===== src/rtl/obstacle_pkg.sv =====
// Shared types and default timing for the obstacle buzzer scheduler.
// Holds the FSM state encoding, the side enum and the arbitration helpers.
package obstacle_pkg;

   typedef enum logic [1:0] {
      IDLE = 2'd0,
      BEEP = 2'd1,
      GAP  = 2'd2
   } state_e;

   typedef enum logic {
      SIDE_L = 1'b0,
      SIDE_R = 1'b1
   } side_e;

   localparam logic [15:0] DEF_DEB_CYCLES     = 16'd50000;
   localparam logic [23:0] DEF_ON_CYCLES      = 24'd2500000;
   localparam logic [23:0] DEF_OFF_CYCLES     = 24'd5000000;
   localparam logic [23:0] DEF_OFF_URG_CYCLES = 24'd1250000;
   localparam logic [27:0] DEF_URG_CYCLES     = 28'd50000000;

   // A lone detection wins outright; a tie goes to whoever was not served last.
   function automatic side_e pickSide(input logic detL, input logic detR, input side_e lastServed);
      if (detL && !detR) return SIDE_L;
      if (detR && !detL) return SIDE_R;
      return (lastServed == SIDE_L) ? SIDE_R : SIDE_L;
   endfunction

   function automatic logic [1:0] buzzFor(input side_e who, input side_e active, input logic urg);
      return (who == active) ? {urg, 1'b1} : 2'b00;
   endfunction

endpackage


===== src/rtl/sensor_debounce.sv =====
// Two-flop synchronizer followed by a stable-level debouncer for one raw sensor.
// The debounced level flips only after DEB_CYCLES consecutive disagreeing samples.
module sensor_debounce
   import obstacle_pkg::*;
#(
   parameter logic [15:0] DEB_CYCLES = DEF_DEB_CYCLES
) (
   input  logic clk,
   input  logic rst,
   input  logic sensor_i,
   output logic det_o
);

   logic        sync1_q;
   logic        sync2_q;
   logic        det_q;
   logic [15:0] cnt_q;

   // Any agreeing sample reloads the countdown, so a glitch restarts the wait.
   always_ff @(posedge clk or posedge rst) begin
      if (rst) begin
         sync1_q <= 1'b0;
         sync2_q <= 1'b0;
         det_q   <= 1'b0;
         cnt_q   <= 16'd0;
      end else begin
         sync1_q <= sensor_i;
         sync2_q <= sync1_q;
         if (sync2_q == det_q) begin
            cnt_q <= DEB_CYCLES - 16'd1;
         end else if (cnt_q == 16'd0) begin
            det_q <= sync2_q;
            cnt_q <= DEB_CYCLES - 16'd1;
         end else begin
            cnt_q <= cnt_q - 16'd1;
         end
      end
   end

   assign det_o = det_q;

endmodule


===== src/rtl/buzzer_alert_scheduler.sv =====
// Time-shares one buzzer between left and right obstacle sensors with beep/gap
// bursts, fair tie-breaking and a shorter gap once a side has been urgent.
module buzzer_alert_scheduler
   import obstacle_pkg::*;
#(
   parameter logic [15:0] DEB_CYCLES     = DEF_DEB_CYCLES,
   parameter logic [23:0] ON_CYCLES      = DEF_ON_CYCLES,
   parameter logic [23:0] OFF_CYCLES     = DEF_OFF_CYCLES,
   parameter logic [23:0] OFF_URG_CYCLES = DEF_OFF_URG_CYCLES,
   parameter logic [27:0] URG_CYCLES     = DEF_URG_CYCLES
) (
   input  logic       clk,
   input  logic       rst,
   input  logic       sensor_left,
   input  logic       sensor_right,
   output logic [1:0] left_buzz,
   output logic [1:0] right_buzz,
   output logic       busy
);

   logic        detL, detR;
   logic [27:0] persL_q, persL_d, persR_q, persR_d;
   logic        urgL, urgR, urgNextL, urgNextR;
   logic        anyDet, grantDet, grantUrg, grantUrgNext, pickUrgNext;
   side_e       pick;
   logic [23:0] gapLoad;

   state_e      state_q;
   side_e       grant_q, lastServed_q;
   logic [23:0] timer_q;
   logic [1:0]  leftBuzz_q, rightBuzz_q;
   logic        busy_q;

   sensor_debounce #(.DEB_CYCLES(DEB_CYCLES)) uDebL (
      .clk(clk), .rst(rst), .sensor_i(sensor_left), .det_o(detL)
   );

   sensor_debounce #(.DEB_CYCLES(DEB_CYCLES)) uDebR (
      .clk(clk), .rst(rst), .sensor_i(sensor_right), .det_o(detR)
   );

   // Registered buzz bits use the next urgency so bit1 tracks urg in the same cycle.
   always_comb begin
      persL_d = 28'd0;
      persR_d = 28'd0;
      if (detL) persL_d = (persL_q == URG_CYCLES) ? persL_q : persL_q + 28'd1;
      if (detR) persR_d = (persR_q == URG_CYCLES) ? persR_q : persR_q + 28'd1;
      urgL         = (persL_q == URG_CYCLES);
      urgR         = (persR_q == URG_CYCLES);
      urgNextL     = (persL_d == URG_CYCLES);
      urgNextR     = (persR_d == URG_CYCLES);
      anyDet       = detL | detR;
      pick         = pickSide(detL, detR, lastServed_q);
      pickUrgNext  = (pick == SIDE_L) ? urgNextL : urgNextR;
      grantDet     = (grant_q == SIDE_L) ? detL : detR;
      grantUrg     = (grant_q == SIDE_L) ? urgL : urgR;
      grantUrgNext = (grant_q == SIDE_L) ? urgNextL : urgNextR;
      gapLoad      = grantUrg ? (OFF_URG_CYCLES - 24'd1) : (OFF_CYCLES - 24'd1);
   end

   always_ff @(posedge clk or posedge rst) begin
      if (rst) begin
         persL_q <= 28'd0;
         persR_q <= 28'd0;
      end else begin
         persL_q <= persL_d;
         persR_q <= persR_d;
      end
   end

   // GAP end re-arbitrates directly so a held sensor never passes through IDLE.
   always_ff @(posedge clk or posedge rst) begin
      if (rst) begin
         state_q      <= IDLE;
         grant_q      <= SIDE_L;
         lastServed_q <= SIDE_R;
         timer_q      <= 24'd0;
         leftBuzz_q   <= 2'b00;
         rightBuzz_q  <= 2'b00;
         busy_q       <= 1'b0;
      end else begin
         case (state_q)
            IDLE: begin
               if (anyDet) begin
                  state_q     <= BEEP;
                  grant_q     <= pick;
                  timer_q     <= ON_CYCLES - 24'd1;
                  leftBuzz_q  <= buzzFor(SIDE_L, pick, pickUrgNext);
                  rightBuzz_q <= buzzFor(SIDE_R, pick, pickUrgNext);
                  busy_q      <= 1'b1;
               end
            end
            BEEP: begin
               if (!grantDet || timer_q == 24'd0) begin
                  state_q      <= GAP;
                  lastServed_q <= grant_q;
                  timer_q      <= gapLoad;
                  leftBuzz_q   <= 2'b00;
                  rightBuzz_q  <= 2'b00;
               end else begin
                  timer_q     <= timer_q - 24'd1;
                  leftBuzz_q  <= buzzFor(SIDE_L, grant_q, grantUrgNext);
                  rightBuzz_q <= buzzFor(SIDE_R, grant_q, grantUrgNext);
               end
            end
            GAP: begin
               if (timer_q != 24'd0) begin
                  timer_q <= timer_q - 24'd1;
               end else if (anyDet) begin
                  state_q     <= BEEP;
                  grant_q     <= pick;
                  timer_q     <= ON_CYCLES - 24'd1;
                  leftBuzz_q  <= buzzFor(SIDE_L, pick, pickUrgNext);
                  rightBuzz_q <= buzzFor(SIDE_R, pick, pickUrgNext);
               end else begin
                  state_q <= IDLE;
                  busy_q  <= 1'b0;
               end
            end
            default: begin
               state_q     <= IDLE;
               timer_q     <= 24'd0;
               leftBuzz_q  <= 2'b00;
               rightBuzz_q <= 2'b00;
               busy_q      <= 1'b0;
            end
         endcase
      end
   end

   assign left_buzz  = leftBuzz_q;
   assign right_buzz = rightBuzz_q;
   assign busy       = busy_q;

endmodule


===== config.mk =====
export PLATFORM = sky130hd
export DESIGN_NAME = buzzer_alert_scheduler
export DESIGN_NICKNAME = d
export VERILOG_FILES = /design/src/rtl/obstacle_pkg.sv /design/src/rtl/sensor_debounce.sv /design/src/rtl/buzzer_alert_scheduler.sv
export SDC_FILE = /design/constraint.sdc
export NUM_CORES = 1
export LEC_CHECK = 0
export ABC_AREA = 1
export CAP_MARGIN = 5
export CORE_UTILIZATION = 50
export DETAILED_ROUTE_END_ITERATION = 8
export GPL_TIMING_DRIVEN = 0
export PLACE_DENSITY = 0.77
export SYNTH_ARGS = -nofsm -noshare
export SYNTH_HDL_FRONTEND = slang
export SYNTH_SLANG_ARGS = --single-unit

===== constraint.sdc =====
create_clock -name clk -period 4.6 [get_ports clk]
set_input_delay 0.92 -clock clk [delete_from_list [all_inputs] [get_ports clk]]
set_output_delay 0.92 -clock clk [all_outputs]
set_load 0.005 [all_outputs]

==> flow_summary.ini <==
[die]
num_rows = 45
die_width_um = 126.4
start_util = 0.5107
die_y_um = 126.4
coreArea_mm2 = 0.01515
die_area_mm2 = 0.01597
io_pins = 9

[cells_and_area]
final_area_mm2 = 0.008708
drive_gt1_frac = 0.08631
finalNetCount = 1148
area_delta_synth_final_pct = 12.58
multiInputGateArea_mm2 = 0.003963
seqCellArea_mm2 = 0.003179
diodes = 0
final_cells = 1335
n_fill_cell = 1388

[pwr]
pwr-share-seq = 0.429
p_per_area_mw_per_mm2 = 301.8
leakagePower_nw = 4.313
sw_frac_of_total = 0.2048
p_int_mw = 2.090
p_comb_frac = 0.016
peakVddDrop_mv = 0.2681
switchingPower_uw = 538.3
p_clk_frac = 0.555
power.total_mw = 2.629

[drt]
first_pass_iters = 5
post_drt_via_cell_ratio = 5.202
drt_wl_total_um = 17280
drtAntennaViolNets = 0
post_drt_wl_per_cell_um = 12.94
drt_iter0_drc = 536
vias = 6945
route.detailed.drc = 0

[logic_synthesis]
synth_edf_count = 0
synth.area.top_cells = dfrtp_1 41%, nand2_1 16%, nor2_1 8.8%
synthArstFlopShare = 1.000
syn_inst = 1107
synth_commonest_cells = 337 x nand2_1, 181 x nor2_1, 133 x inv_1
ys_warn_count = 0
ys_seq_area_frac = 0.4110
syn_area_per_cell_um2 = 6.987
ys_dominant_reg_cell = dfrtp_1
synth.net_count = 1120
synth_seq_cells = 127
yosysTopAreaCell = dfrtp_1
synthesis.area_mm2 = 0.007735
yosysMostFrequentCell = nand2_1
yosysUniqueCellTypes = 41
netlist.area_leader.share = 0.4076

[global_route]
grt-ovfl-total = 0
grt_use_total = 0.2345
grt_max_degree = 99
grt_pass1_wl_um = 29750
antenna_found_initial = 0
grt_pass1_vias = 6528

[place]
routabilityCongestion = 0.9161
dpl.cell_count = 1304
placed_cell_area_mm2 = 0.008083
dp_hpwl_um = 12480
portBuffers = 8

[timing]
period_needed_ns = 2.517
slew_headroom = 0.5512
holdWs_ns = 0.3516
finClkSkew_ns = 0.009194
final_hold_viol_count = 0
post-route-period-util = 0.5471
drv_slew = 0
timing.fmax_ghz = 0.3973
worst_pin_slew_ns = 0.6732
rsz0062_at_grt = no
setup_violations = 0

[cts]
cts_resized = 0
clk_pin_slew_worst_paths_ns = 0.06
cts_buffers = 17
cts_tree = done
clkSinkCount = 127
clockBufferDepth = 2
clock-root-buffer = clkbuf_16
hold_buffers = 0
post-cts-setup-buffers = 0
worstSkewPairLatency_ns = 0.43
htree_levels = 4

[run_status]
status = complete, no violations

[setup_path]
r2r_cells = 13
r2r_end = right_buzz[1]
end_kind = register
timing.rr.start = persR_q[0]
worstSetupPathType = reg2reg
cp_data_arrival_time_ns = 2.88
startpoint_type = register
rrSetupSlack_ns = 2.08
required_ns = 4.96
path_max_fanout = 7

[hold_path]
holdPathEnd = uDebL.sync2_q
min_path_cells = 0
hp-start = uDebL.sync1_q
hold_class = reg2reg

[flow_run]
maxCapViolations = 0
## final cells by class
cell class / count / share of cell area
Inverter: 147 / 0.06394
Buffer: 9 / 0.004741
Tap cell: 188 / 0.02701
Sequential cell: 127 / 0.3651
Timing Repair Buffer: 9 / 0.01236
Clock inverter: 11 / 0.02170
Clock buffer: 20 / 0.05014
Multi-Input combinational cell: 824 / 0.4550
## critical path, stage by stage (launching register included)
cell,delay [ns]
dfrtp_1,0.49
ha_1,0.23
nand3_1,0.13
inv_1,0.22
nand2_2,0.14
nor2_2,0.24
nand2_1,0.08
nand3_1,0.12
nand2_1,0.06
nor3_1,0.26
nand3_1,0.19
nor2_1,0.16
nand2_1,0.07
nand2_1,0.06
## cells by family after synthesis
family / count (synthesis) / share of synthesized area
XOR/XNOR: 45 / 0.05095
multiplexers: 1 / 0.001456
AO/OA/AOI/OAI: 85 / 0.06374
adder cells (fa/ha/maj): 9 / 0.01456
buffers and inverters: 156 / 0.07667
AND/OR/NAND/NOR: 684 / 0.3816
flip-flops: 127 / 0.4110
## through the flow
step                  util  TNS, ns  setup WS, ns
global route        0.5750        0         1.891
detailed placement  0.5337        0         2.153
finish              0.5750        0         2.083
floorplan                -        0        0.2974
global placement    0.5315  -196.01        -1.564
CTS                 0.5750        0         2.142
## per-layer routing
layer / wire (um) / track usage
met1: 8089 / 0.3035
met2: 7995 / 0.3799
met3: 694 / 0.04555
met4: 501 / 0.1106
met5: 0 / 0
## worst max path at each step
stage / from / end / slack, ns / cells after the start
final: persR_q[0] / right_buzz[1] / 2.08 / 13
after global routing: persR_q[0] / right_buzz[1] / 1.89 / 13
after CTS: persR_q[0] / right_buzz[1] / 2.14 / 13
after detailed placement: persR_q[0] / right_buzz[1] / 2.15 / 13
after global placement: rst / uDebR.cnt_q[9] / -1.56 / 2
after floorplan: rst / busy / 0.30 / 1
## cell usage in the layout, fill, tap and decap left out, types with 3 or more instances in the layout
| cell type | n |
|---|---|
| buf_2 | 3 |
| clkdlybuf4s50_1 | 8 |
| inv_1 | 132 |
| dfrtp_1 | 126 |
| nand4_1 | 10 |
| clkbuf_16 | 17 |
| nand3_1 | 84 |
| clkbuf_1 | 8 |
| inv_2 | 13 |
| nor2_4 | 10 |
| nor2_2 | 19 |
| ha_1 | 9 |
| xnor2_1 | 16 |
| o211ai_1 | 12 |
| nor2_1 | 181 |
| o21bai_1 | 3 |
| nand3b_1 | 3 |
| o21ai_0 | 37 |
| bufinv_16 | 5 |
| nand2_1 | 337 |
| xor2_1 | 29 |
| nor3_1 | 15 |
| nor3_2 | 4 |
| o21ai_1 | 6 |
| a21oi_1 | 19 |
| and3_1 | 3 |
| nand3_2 | 3 |
| nand2_2 | 7 |
| clkinv_2 | 3 |
## power groups by stage
stage	logic (mW)	clock network, mW	registers, mW
floorplan	0.0292	0	1.15
global placement	0.0409	0	1.15
detailed placement	0.0455	0	1.15
CTS	0.0456	1.47	1.13
global route	0.0506	1.53	1.13
finish	0.0432	1.46	1.13
## sequential cells by signal, summed over array words and instances, names as in the netlist, 2 cells and up
register and cells:
state_q 2, right_buzz 2, persR_q 28, uDebL.cnt_q 16
timer_q 24, uDebR.cnt_q 16, left_buzz 2, persL_q 28
Power figures use the tool's default switching activity.
